## src/rtl/sp_ram_param.sv

```systemverilog
// Parametrised single-port synchronous RAM with per-byte write enables,
// selectable read latency (1 or 2) and a post-reset zero-fill sequencer.
module sp_ram_param #(
    parameter int DATA_W       = 16,
    parameter int ADDR_W       = 2,
    parameter int RD_LAT       = 1,
    parameter int CLEAR_ON_RST = 1
) (
    input  logic                  clk,
    input  logic                  rst,
    input  logic                  wr,
    input  logic                  rd,
    input  logic [ADDR_W-1:0]     add,
    input  logic [DATA_W-1:0]     din,
    input  logic [DATA_W/8-1:0]   be,
    output logic [DATA_W-1:0]     dout,
    output logic                  dout_vld,
    output logic                  busy,
    output logic                  err
);

    localparam int NB    = DATA_W / 8;
    localparam int DEPTH = 2 ** ADDR_W;

    localparam logic [0:0] ST_CLEAR = 1'b0;
    localparam logic [0:0] ST_READY = 1'b1;

    localparam logic [ADDR_W-1:0] CNT_LAST = {ADDR_W{1'b1}};
    localparam logic [ADDR_W-1:0] CNT_ONE  = ADDR_W'(1);
    localparam logic              CLR_EN   = (CLEAR_ON_RST != 0);

    // Widen the byte enables into a bit mask over the data word.
    function automatic logic [DATA_W-1:0] expand_be(input logic [NB-1:0] b);
        logic [DATA_W-1:0] m;
        m = {DATA_W{1'b0}};
        for (int i = 0; i < NB; i++) begin
            m[8*i +: 8] = {8{b[i]}};
        end
        return m;
    endfunction

    logic [DATA_W-1:0] mem_r [DEPTH];

    logic [0:0]        state_r;
    logic [ADDR_W-1:0] clr_cnt_r;
    logic              busy_r;
    logic              err_r;
    logic [DATA_W-1:0] rd_data_r;
    logic              rd_vld_r;

    logic              ready_s;
    logic              rd_acc_s;
    logic              we_s;
    logic [ADDR_W-1:0] wa_s;
    logic [DATA_W-1:0] wd_s;
    logic [DATA_W-1:0] wm_s;

    assign ready_s  = (state_r == ST_READY) && !rst;
    assign rd_acc_s = ready_s && rd && !wr;

    // Select the single write port source: clear sequencer or user write.
    always_comb begin
        we_s = 1'b0;
        wa_s = {ADDR_W{1'b0}};
        wd_s = {DATA_W{1'b0}};
        wm_s = {DATA_W{1'b0}};
        if ((state_r == ST_CLEAR) && !rst) begin
            we_s = 1'b1;
            wa_s = clr_cnt_r;
            wd_s = {DATA_W{1'b0}};
            wm_s = {DATA_W{1'b1}};
        end else if (ready_s && wr) begin
            we_s = 1'b1;
            wa_s = add;
            wd_s = din;
            wm_s = expand_be(be);
        end else begin
            we_s = 1'b0;
        end
    end

    // Storage array; no reset so contents survive when clearing is disabled.
    always_ff @(posedge clk) begin
        if (we_s) begin
            mem_r[wa_s] <= (mem_r[wa_s] & ~wm_s) | (wd_s & wm_s);
        end
    end

    // Clear sequencer: one word per cycle, READY leaves at the last write edge.
    always_ff @(posedge clk or posedge rst) begin
        if (rst) begin
            state_r   <= CLR_EN ? ST_CLEAR : ST_READY;
            clr_cnt_r <= {ADDR_W{1'b0}};
            busy_r    <= CLR_EN;
        end else begin
            case (state_r)
                ST_CLEAR: begin
                    clr_cnt_r <= clr_cnt_r + CNT_ONE;
                    if (clr_cnt_r == CNT_LAST) begin
                        state_r <= ST_READY;
                        busy_r  <= 1'b0;
                    end
                end
                ST_READY: begin
                    state_r <= ST_READY;
                    busy_r  <= 1'b0;
                end
                default: begin
                    state_r <= ST_READY;
                    busy_r  <= 1'b0;
                end
            endcase
        end
    end

    // First read stage and the illegal-request flag.
    always_ff @(posedge clk or posedge rst) begin
        if (rst) begin
            rd_data_r <= {DATA_W{1'b0}};
            rd_vld_r  <= 1'b0;
            err_r     <= 1'b0;
        end else begin
            rd_vld_r <= rd_acc_s;
            err_r    <= ready_s && wr && rd;
            if (rd_acc_s) begin
                rd_data_r <= mem_r[add];
            end
        end
    end

    // Any RD_LAT other than 2 behaves as latency 1.
    generate
        if (RD_LAT == 2) begin : g_lat2
            logic [DATA_W-1:0] out_data_r;
            logic              out_vld_r;

            // Output register stage, holds data between reads.
            always_ff @(posedge clk or posedge rst) begin
                if (rst) begin
                    out_data_r <= {DATA_W{1'b0}};
                    out_vld_r  <= 1'b0;
                end else begin
                    out_vld_r <= rd_vld_r;
                    if (rd_vld_r) begin
                        out_data_r <= rd_data_r;
                    end
                end
            end

            assign dout     = out_data_r;
            assign dout_vld = out_vld_r;
        end else begin : g_lat1
            assign dout     = rd_data_r;
            assign dout_vld = rd_vld_r;
        end
    endgenerate

    assign busy = busy_r;
    assign err  = err_r;

endmodule

```

## config.mk

```make
export PLATFORM = sky130hd
export DESIGN_NAME = sp_ram_param
export DESIGN_NICKNAME = d
export VERILOG_FILES = /design/src/rtl/sp_ram_param.sv
export SDC_FILE = /design/constraint.sdc
export NUM_CORES = 1
export LEC_CHECK = 0
export CELL_PAD_IN_SITES_DETAIL_PLACEMENT = 0
export CELL_PAD_IN_SITES_GLOBAL_PLACEMENT = 2
export CORE_MARGIN = 5
export CORE_UTILIZATION = 32
export CTS_CLUSTER_DIAMETER = 50
export CTS_CLUSTER_SIZE = 24
export DETAILED_ROUTE_END_ITERATION = 8
export GPL_TIMING_DRIVEN = 1
export PLACE_DENSITY_LB_ADDON = 0.1
export SLEW_MARGIN = 15
export SYNTH_ARGS = -nofsm -noshare
export SYNTH_HDL_FRONTEND = slang
export SYNTH_SLANG_ARGS = --single-unit
```

## constraint.sdc

```tcl
create_clock -name clk -period 4.1 [get_ports clk]
set_clock_uncertainty 0.15 [all_clocks]
set_input_delay 0.82 -clock clk [delete_from_list [all_inputs] [get_ports clk]]
set_output_delay 0.82 -clock clk [all_outputs]
set_load 0.02 [all_outputs]
```

==> qor.csv, run 1 <==
metric,value,unit
status,"finished, final reports clean",
Area after DPL,4510,µm²
setup ws final,1280,ps
I/O Buffers,42,
# nets final,308,
RSZ-0062 raised after global routing,false,
vias in the first global route,2377,
GRT overflow,0,
register area share after synthesis,63.4,%
Max Clk Rate,355,MHz
# Post-CTS Setup Buffers,0,
first-pass GRT wire length,13.7,mm
Synth area leaders,"edfxtp_1 49%, dfrtp_1 13%, mux4_2 9.2%",
cell taking the most area after synthesis,edfxtp_1,
Die W,120,µm
CP endpoint kind,flip-flop,
post-synth cell types,32,
Post-CTS Resized,0,
maximum VDD drop,226,µV
fin area,4820,µm²
syn avg cell area,17.3,µm²
die height,120,µm
clk sinks,86,
Worst path slowest cell,clkdlybuf4s50_1,
layout cell share with drive strength beyond 1,26.4,%
Detail Route Antenna Nets,0,
Yosys warning count,0,
CTS tree,yes,
Worst Path Required,4000,ps
# fillers,1090,
multi-input logic area,1290,µm²
fin. max-slew vios,0,
Yosys top cell area share,49.2,%
final hold viol count,0,
most common library cells after synthesis,"64 x edfxtp_1, 32 x mux2i_1, 21 x dfrtp_1",
Routed WL per cell,19.7,µm
Leak,1.63,nW
synth-to-layout area growth,23.4,%
Pre-Repair DR Iteration Count,4,
Max Buffers Root-to-Sink,2,
routability cong.,0.701,
Post-synth top flop,edfxtp_1,
total global-route track usage,12.9,%
Synth Instances,226,
initial antenna violation count,0,
number of synthesized flops with an enable pin,64,
DR vias,2159,
"flops & latches, synth",86,
Mapped Area,3900,µm²
"most used cell, CP",buf_4,
PwrDens,448,nW/µm²
Crit Path Category,in -> reg,
worst path cell trace,clkdlybuf4s50_1 -> nand3_4 -> a21oi_4 -> buf_4 -> and2_1 -> buf_4,
row cnt,40,
min Tclk post-route,2820,ps
Synth async-reset ratio,25.6,%
Storage cell area,2470,µm²
CTS Buf Count,9,
Ports,43,
fin crit share,68.8,%
Place WS,832,ps
hold buffer count at cts,0,
total wire length,8.59,mm
type of origin of the critical path,primary input,
initial DRC count,118,
die area,14500,µm²
Max-Slew Margin vs Limit,43.6,%
CP max stage delay,620,ps
Worst Max-Slew Pin Slew,843,ps
WHS,289,ps
most numerous cell in the Yosys netlist,edfxtp_1,
Hold Path Class,reg -> reg,
Synth Net Count,251,
CTS root buf,clkbuf_16,
Vias per Instance,4.96,
MaxCap Viol Count,0,
Clock Latency Late Sink,340,ps
Initial Util,32.6,%
post-route setup TNS,0,ps
CTS H-Tree Depth,3,
# diodes,0,
core area,12000,µm²
post-DP HPWL,5.98,mm
residual DRC count,0,
pin count of the biggest net entering global routing,23,
Clock Pin Slew Worst Setup and Hold Paths,60,ps
Final Total Pwr,2.16,mW
worst-path fanout max,10,
# setup viols final,0,
crit path DAT,2720,ps
[worst paths after layout]
kind / cells after the start / slack [ps] / from / endpoint
worst max-delay path: 6 / 1280 / wr / mem_r[3][11]
worst max register to register: 5 / 1710 / state_r / mem_r[3][11]
worst min-delay path: 2 / 290 / busy / busy
min in group asynchronous: 3 / 1060 / rst / dout[10]
worst min register to register: 2 / 290 / busy / busy
max in group asynchronous: 3 / 2430 / rst / busy
[cell usage in the layout, fill, tap and decap left out, types with 2 or more instances in the layout]
cell	netlist	routed
inv_1	3	3
nor3b_2	3	3
nor2b_1	2	2
edfxtp_1	64	64
a21oi_1	3	3
mux2i_1	32	32
nand2_1	16	16
buf_4	1	18
o21ai_0	2	2
o221ai_1	16	16
mux4_2	16	16
mux2_2	17	17
clkdlybuf4s50_1	0	42
or2b_1	2	2
clkbuf_16	0	9
inv_6	0	2
dfrtp_1	21	21
nand2b_1	2	2
[per-stage QoR]
step | utilization [%] | instances
after floorplan | - | 226
after global placement | 37.7 | 419
after detailed placement | 37.7 | 419
after CTS | 40.3 | 435
after global routing | 40.3 | 435
final | 40.3 | 435
[state kept, by name (all words and copies together), names as in the netlist]
signal and cells:
mem_r 64, dout 16, clr_cnt_r 2, busy 1, dout_vld 1, err 1
state_r 1
[layout make-up]
type	count	area share, %
clock buffer	9	4.67
clock inverter	7	1.66
inverter	3	0.234
multi-input combinational	123	26.7
sequential	86	51.3
tap	147	3.82
timing repair buffer	60	11.5
[layer usage]
layer  vias up  global-route usage [%]  routed length, µm
met4         0                    3.82                101
met5         -                       0                  0
met1      1088                    17.0               4020
met3         9                    4.77                465
met2        45                    19.9               4000
li1       1017                       -                  -
[cell families (layout without fill, tap and decap cells)]
kind of cell | after synthesis | count (layout) | share of synthesized area [%]
compound gates | 23 | 23 | 4.68
xor+xnor | 1 | 1 | 0.224
fa+ha+maj | 1 | 1 | 0.320
buf+inv | 17 | 79 | 3.97
flops | 86 | 86 | 63.4
mux | 65 | 65 | 22.3
simple gates | 33 | 33 | 5.10
[power by group]
part           internal, mW  total [mW]  switching [mW]
Combinational         0.155       0.299           0.145
Sequential             1.00        1.03          0.0248
Clock                 0.480       0.831           0.351
[critical path, delay by kind of cell]
family          cells  cell delay (ps)
simple gates        2              410
compound gates      1              340
buf+inv             3             1130
(Power assumes the default switching activity.)
==> run 2: changes to the inputs <==
==> constraint.sdc (replaced) <==
create_clock -name clk -period 2.65 [get_ports clk]
set_clock_uncertainty 0.15 [all_clocks]
set_input_delay 0.53 -clock clk [delete_from_list [all_inputs] [get_ports clk]]
set_output_delay 0.53 -clock clk [all_outputs]
set_load 0.02 [all_outputs]
==> run 2 against run 1 <==
  * Worst hold slack about the same
  * Register-to-register slack worse by 1100 ps
  * Core utilization up 1.5 points
  * Largest cell class unchanged
  * Highest routed layer unchanged
==> qor.csv, run 2 (same netlist as run 1, synthesis figures left out) <==
metric,value,unit,change
RSZ-0062 raised after global routing,false,,
Worst Max-Slew Pin Slew,398,ps,-445 ps
Max Clk Rate,453,MHz,
post-route setup TNS,0,ps,unchanged
Max-Slew Margin vs Limit,73.4,%,+30 points
total wire length,8.85,mm,+3.0%
Ports,43,,unchanged
worst hold start,busy,,
Area after DPL,4660,µm²,+3.3%
total global-route track usage,13.1,%,+0.25 points
Buffers & Inverters on Critical Path,4,,+1
met2 WL,4.05,mm,+1.0%
# diodes,0,,unchanged
CP top delay family,buffers and inverters,,
# nets final,318,,+3.2%
I/O Buffers,42,,unchanged
Detail Route Antenna Nets,0,,unchanged
Post-CTS Resized,0,,unchanged
max reg flops,64,,unchanged
Worst path slowest cell,clkdlybuf4s50_1,,
# Post-CTS Setup Buffers,0,,unchanged
CTS Buf Count,9,,unchanged
setup ws final,442,ps,-839 ps
worst path cell trace,clkdlybuf4s50_1 -> buf_4 -> nand3_4 -> a21oi_4 -> buf_12 -> nor2b_1 -> buf_4,,
most frequent cells in the layout,"64 x edfxtp_1, 42 x clkdlybuf4s50_1, 32 x mux2i_1",,
CP max stage delay,460,ps,-160 ps
Max Buffers Root-to-Sink,2,,unchanged
Reg2Reg Launch Point,state_r,,
fin crit share,83.3,%,
routability cong.,0.718,,+2.5%
clk sinks,86,,unchanged
Clock Pin Slew Worst Setup and Hold Paths,60,ps,about the same
Final Total Pwr,3.46,mW,+60%
PwrDens,693,nW/µm²,+55%
Storage cell area,2470,µm²,unchanged
Critical Path Source,wr,,
final hold viol count,0,,unchanged
Hold Path Class,reg -> reg,,
crit path DAT,2100,ps,-620 ps
final core occ,41.8,%,+1.5 points
Crit Path Category,in -> reg,,
die area,14500,µm²,unchanged
first-pass GRT wire length,13.9,mm,+1.6%
die height,120,µm,unchanged
DR vias,2225,,+3.1%
multi-input logic area,1300,µm²,+0.97%
core area,12000,µm²,unchanged
fin. max-slew vios,0,,unchanged
vias in the first global route,2402,,+1.1%
Highest Signal Layer,met4,,
met1 WL,4.27,mm,+6.2%
Clock Latency Late Sink,340,ps,about the same
Initial Util,32.6,%,unchanged
# setup viols final,0,,unchanged
worst-path fanout max,20,,+10
min Tclk post-route,2210,ps,
status,"finished, final reports clean",,
Vias per Instance,5.00,,+0.74%
synth-to-layout area growth,28.0,%,
Biggest register,mem_r,,
residual DRC count,0,,unchanged
Leak,1.71,nW,+5.1%
layout cell share with drive strength beyond 1,28.5,%,+2.1 points
CTS H-Tree Depth,3,,unchanged
CTS root buf,clkbuf_16,,
Post-Place Cells,429,,+2.4%
Worst Path Required,2540,ps,-1460 ps
type of origin of the critical path,primary input,,
Routed WL per cell,19.9,µm,+0.68%
GRT overflow,0,,unchanged
fin area,5000,µm²,+3.7%
Die W,120,µm,unchanged
"most used cell, CP",buf_4,,
CTS tree,yes,,
# fillers,1094,,+0.37%
WHS,288,ps,-0.381 ps
"most common cell after layout, fill and taps aside",edfxtp_1,,
maximum VDD drop,406,µV,+80%
CP endpoint kind,flip-flop,,
routed wl met3,451,µm,-3.0%
Pre-Repair DR Iteration Count,4,,unchanged
hold buffer count at cts,0,,unchanged
Place WS,49.2,ps,-782 ps
initial DRC count,106,,-10%
MaxCap Viol Count,0,,unchanged
initial antenna violation count,0,,unchanged
row cnt,40,,unchanged
non-filler cells in the finished layout,445,,+2.3%
pin count of the biggest net entering global routing,23,,unchanged
post-DP HPWL,5.98,mm,about the same
==> run 2: changes by cell type in the layout (fill, tap and decap cells not counted), sizes merged <==
cell	change
inv	-2
clkbuf	+3
clkinv	-1
bufinv	+1
clkinvlp	-1
buf	+10
==> run 2: path summary, 6_finish.rpt <==
kind,endpoint,slack [ps],depth (start not counted)
max,mem_r[1][11],440,7
min,busy,290,2
max reg2reg,mem_r[1][11],590,5
min reg2reg,busy,290,2
max in group asynchronous,busy,1250,4
min in group asynchronous,err,790,4
==> run 2: cell type report <==
| type | count | share of cell area, % |
|---|---|---|
| inverters | 3 | 0.225 |
| well taps | 147 | 3.68 |
| clock buffers | 12 | 5.13 |
| flip-flops and latches | 86 | 49.5 |
| multi-input cells | 123 | 26.0 |
| clock inverters | 4 | 1.55 |
| repair buffers | 70 | 13.9 |
==> run 2: where the power goes <==
group | internal (mW) | switching, mW | total, mW
sequential | 1.55 | 0.0402 | 1.59
clock | 0.882 | 0.499 | 1.38
combinational | 0.257 | 0.230 | 0.487
==> run 2: tightest hold or removal path, cell delays in order (launching register included) <==
cell and delay (ps):
dfstp_2 360, inv_1 40, nor2_1 40
==> run 2: routing by layer <==
layer | vias up | GRT usage, %
met3 | 10 | 4.49
met1 | 1128 | 18.5
met5 | - | 0
met4 | 0 | 3.61
met2 | 45 | 19.4
li1 | 1042 | -
==> patch 1, RTL diff (settings of run 1) <==
Reset style: synchronous (`rst`), changed in 3 clocked blocks.
--- a/src/rtl/sp_ram_param.sv
+++ b/src/rtl/sp_ram_param.sv
@@ -88,5 +88,5 @@
 
     // Clear sequencer: one word per cycle, READY leaves at the last write edge.
-    always_ff @(posedge clk or posedge rst) begin
+    always_ff @(posedge clk) begin
         if (rst) begin
             state_r   <= CLR_EN ? ST_CLEAR : ST_READY;
@@ -115,5 +115,5 @@
 
     // First read stage and the illegal-request flag.
-    always_ff @(posedge clk or posedge rst) begin
+    always_ff @(posedge clk) begin
         if (rst) begin
             rd_data_r <= {DATA_W{1'b0}};
@@ -136,5 +136,5 @@
 
             // Output register stage, holds data between reads.
-            always_ff @(posedge clk or posedge rst) begin
+            always_ff @(posedge clk) begin
                 if (rst) begin
                     out_data_r <= {DATA_W{1'b0}};
Behaviour: differs if rst is asserted again (counterexample within 10 cycles, from zero or initial values and one cycle with rst high); with rst held inactive, the same outputs for 10 cycles.
==> patch 1 against run 1 <==
Register-to-register slack barely moved; sequential power increased by 5%; total power decreased by 3.3%; die area decreased by 1.5%; sequential cell count stayed put; design area fell by 2.9%; core utilization is 0.84 points lower; synthesized area fell by 1.7%; sequential share of layout area down 0.84 points; routed wire length increased by 1.2%; setup slack got worse by 0.059 ns.
==> patch 1: results (changes against run 1) <==
Grt met2 use -> 19.6% (-0.35 points)
Final estimated routing congestion in global placement -> 0.691 (-1.3%)
Clk buf depth -> 2 (unchanged)
First-pass GRT wire length -> 13,800 microns (+0.30%)
Placement Setup Slack -> 0.859 ns (+0.0277 ns)
Synth unique cells -> 33 (+3.1%)
FFs w/ async S/R, synth -> 0% (-26 points)
Sequential share of the synthesized area -> 61.5% (-1.8 points)
H-tree levels -> 3 (unchanged)
Commonest cells in the netlist -> 64 x edfxtp_1, 48 x nand2_1, 33 x mux2i_1
Placed Area -> 4420 sq um (-2.0%)
CTS Buf Count -> 9 (unchanged)
Max-Slew Margin vs Limit -> 52.7% (+9.1 points)
Max rail drop VDD -> 0.000149 V (-34%)
IO Port Bufs -> 42 (unchanged)
Post-CTS Setup Repair Bufs -> 0 (unchanged)
Share of cells above drive strength 1 -> 16.6% (-9.8 points)
Final setup viols -> 0 (unchanged)
Routed WL -> 8700 microns (+1.2%)
Top post-synthesis cells by area -> edfxtp_1 50%, dfxtp_1 11%, mux4_2 9.4%, mux2i_1 8.6%, nand2_1 4.7%
Hold_ws -> 0.302 ns (+0.0130 ns)
Vias -> 2,315 (+7.2%)
Final Net Count -> 341 (+11%)
Vias in the first global route -> 2,409 (+1.3%)
LEAKAGE -> 1.49 nW (-8.6%)
Total track usage -> 12.8% (-0.073 points)
DRT iter0 DRCs -> 113 (-4.2%)
Worst-path clk slew -> 0.06 ns (about the same)
Largest net degree at the start of global routing -> 18 (-22%)
Syn Area/Cell -> 14.5 sq um (-16%)
Min Tclk post-route -> 2.88 ns (+0.0590 ns)
Non-filler instance count after layout -> 467 (+7.4%)
Resized Gates After CTS -> 0 (unchanged)
Initial antenna violation count -> 0 (unchanged)
Crit path DAT -> 2.76 ns (+0.04 ns)
Syn_nets -> 289 (+15%)
CP max FO -> 12 (+2)
Status -> finished clean
Crit path largest cell delay -> 0.61 ns
GRT met3 Usage -> 2.40% (-2.4 points)
Placed cells -> 452 (+7.9%)
DP Wirelength -> 6060 microns (+1.5%)
CP max-delay cell -> clkdlybuf4s50_1
R2r setup slk -> 1.71 ns (about the same)
GR met1 Demand/Resource -> 17.9% (+0.84 points)
Root Buffer -> clkbuf_16
[patch 1: changes by cell type in the layout (fill, tap and decap cells not counted), sizes merged, moves of 2 or more]
cell	before	now
mux2	17	0
dfrtp	21	0
dfxtp	0	22
clkinv	2	4
buf	18	16
nand2	17	49
nor2	1	5
nand2b	2	4
inv	6	0
a21oi	4	20
[patch 1: cell families (layout without fill, tap and decap cells)]
logic type | Yosys count | in the layout | share of synthesized area (%)
mux | 49 | 49 | 18.0
flops | 86 | 86 | 61.5
simple gates | 70 | 70 | 8.83
xor+xnor | 1 | 1 | 0.228
compound gates | 39 | 39 | 6.81
fa+ha+maj | 1 | 1 | 0.326
buf+inv | 18 | 74 | 4.27
[patch 1: final cells by class]
type | instances | area, sq um
repair buffers | 58 | 541
clock buffers | 10 | 229
multi-input cells | 160 | 1330
clock inverters | 5 | 27.5
fillers | 1147 | 7180
flip-flops and latches | 86 | 2360
well taps | 147 | 184
inverters | 1 | 8.76
[patch 1: worst paths after layout]
path / startpoint / to / depth (start not counted)
setup / recovery: wr / mem_r[1][6] / 6
hold / removal: dout[14] / dout[14] / 2
setup reg to reg: state_r / mem_r[1][6] / 5
hold reg to reg: dout[14] / dout[14] / 2
[patch 1: routing by layer]
layer  share of wire, %  vias to the layer above
met5                  0                        -
met4                1.9                        0
met1                 49                     1151
met2                 45                       38
met3                3.3                       11
li1                   -                     1115
[patch 1: worst max-delay path: cells and delay by family]
kind	cells	cell delay [ns]
buf+inv	3	1.16
simple gates	2	0.33
compound gates	1	0.44
[patch 1: power by group]
group	switching, mW	total, mW	internal [mW]
clock network	0.313	0.714	0.402
registers	0.0370	1.08	1.04
logic	0.157	0.297	0.140
total	0.507	2.09	1.58
==> patch 2, RTL diff (flow settings as in run 1) <==
Made on the original files. Set the parameter `ADDR_W` to 3 (it was 2).
--- a/src/rtl/sp_ram_param.sv
+++ b/src/rtl/sp_ram_param.sv
@@ -3,5 +3,5 @@
 module sp_ram_param #(
     parameter int DATA_W       = 16,
-    parameter int ADDR_W       = 2,
+    parameter int ADDR_W       = 3,
     parameter int RD_LAT       = 1,
     parameter int CLEAR_ON_RST = 1
Ports: changed (resized add); port bits go from 43 to 44. No check against the original RTL was run, so the function may have changed too.
==> patch 2 against run 1 <==
Sequential cell count is 65 higher; synthesized area is 92% higher; setup slack worse by 0.42 ns; routed wire length is 140% higher; final cell count is 110% higher; total power is 74% higher; design area is 87% higher; largest cell class unchanged.
==> patch 2: results (changes against run 1) <==
Status -> finished clean
Final Net Count -> 605 (+96%)
Vias/cell -> 5.16 (+3.9%)
Total track usage -> 15.9% (+3.0 points)
Syn_nets -> 551 (+120%)
DRT iter0 DRCs -> 286 (+140%)
Routed length per instance -> 22.6 microns (+14%)
Share of cells above drive strength 1 -> 19.1% (-7.3 points)
First-pass GRT wire length -> 30,500 microns (+120%)
H-tree levels -> 4 (+1)
Post-synth EDFFs -> 128 (+100%)
Resized Gates After CTS -> 0 (unchanged)
Max-Slew Margin vs Limit -> 50.5% (+7.0 points)
Post-CTS Setup Repair Bufs -> 0 (unchanged)
Placed cells -> 878 (+110%)
ANT cells -> 0 (unchanged)
Max reg flops -> 128 (+100%)
IO Port Bufs -> 43 (+2.4%)
Largest net degree at the start of global routing -> 49 (+110%)
Mapped Cells -> 524 (+130%)
CP max FO -> 35 (+25)
Sequential share of the synthesized area -> 58.9% (-4.4 points)
Met1 Wirelength -> 9130 microns (+130%)
Crit path largest cell delay -> 0.77 ns (+0.15 ns)
Worst skew pair latency -> 0.41 ns (+0.07 ns)
Detailed-routed wire length on met2 -> 10,100 microns (+150%)
Vias in the first global route -> 4,866 (+100%)
WL met3 -> 1000 microns (+120%)
FFs w/ async S/R, synth -> 15.2% (-10 points)
Final Max Tran Viols -> 0 (unchanged)
Commonest cells in the netlist -> 128 x edfxtp_1, 50 x o21bai_1, 49 x and3_1
Worst path top cell family by delay -> compound AO/OA/AOI/OAI gates
Largest area contributor in the netlist -> edfxtp_1
LEAKAGE -> 3.24 nW (+99%)
Top post-synthesis cells by area -> edfxtp_1 51%, mux4_2 9.6%, dfrtp_1 7.3%, o21bai_1 5.0%, mux2i_1 4.3%
Final estimated routing congestion in global placement -> 0.766 (+9.3%)
Vias -> 4,694 (+120%)
CTS Buf Count -> 17 (+8)
Synth unique cells -> 40 (+25%)
DP Wirelength -> 13,200 microns (+120%)
CP max-delay cell -> or3b_2
# fillers -> 2,182 (+100%)
Max rail drop VDD -> 0.000213 V (-5.7%)
## patch 2: worst reg2reg max path, stage by stage (launching register included)
cell,delay (ns)
dfrtp_1,0.60
or3b_2,0.88
buf_4,0.36
a21boi_0,0.23
o21bai_1,0.10
o2111a_1,0.14
o21ai_1,0.40
## patch 2: power breakdown
part	internal, mW	switching [mW]
Sequential	1.74	0.0211
Clock	0.961	0.627
Combinational	0.179	0.224
Total	2.88	0.873
## patch 2: cell type report
type / count / share of cell area (%)
well taps: 319 / 4.44
clock buffers: 17 / 4.73
multi-input cells: 327 / 31.8
repair buffers: 79 / 7.74
clock inverters: 15 / 1.98
inverters: 2 / 0.0835
flip-flops and latches: 151 / 49.2
## patch 2: kinds of logic after synthesis
group	share of synthesized area, %
AOI/OAI and AO/OA	14.9
xor gates and xnor gates	0.117
adders and majority gates	0.334
buffers and inverters	3.27
DFF	58.9
muxes	14.2
and+or+nand+nor	8.22
## patch 2: layer usage
layer	vias up	GRT usage, %
li1	2173	-
met1	2399	21.6
met2	107	26.3
met3	15	3.00
met4	0	4.31
met5	-	0
## patch 2: stage by stage
step                setup slack [ns]  cell area, sq um  utilization, %  total power, mW
finish                         0.862              8990            38.6             3.75
global route                   0.640              8990            38.6             3.88
CTS                            0.861              8990            38.6             3.80
detailed placement             0.405              8390            36.0             2.20
global placement               0.531              8390            36.0             2.20
floorplan                      0.620              7500               -             2.02
## patch 2: path summary, 6_finish.rpt
kind | start | to | slack, ns | cells after the start
worst max-delay path | rst | mem_r[7][13] | 0.86 | 7
worst min-delay path | busy | busy | 0.29 | 2
worst max register to register | state_r | mem_r[7][13] | 0.98 | 6
worst min register to register | busy | busy | 0.29 | 2
max in group asynchronous | rst | busy | 2.63 | 4
min in group asynchronous | rst | dout[9] | 0.87 | 4
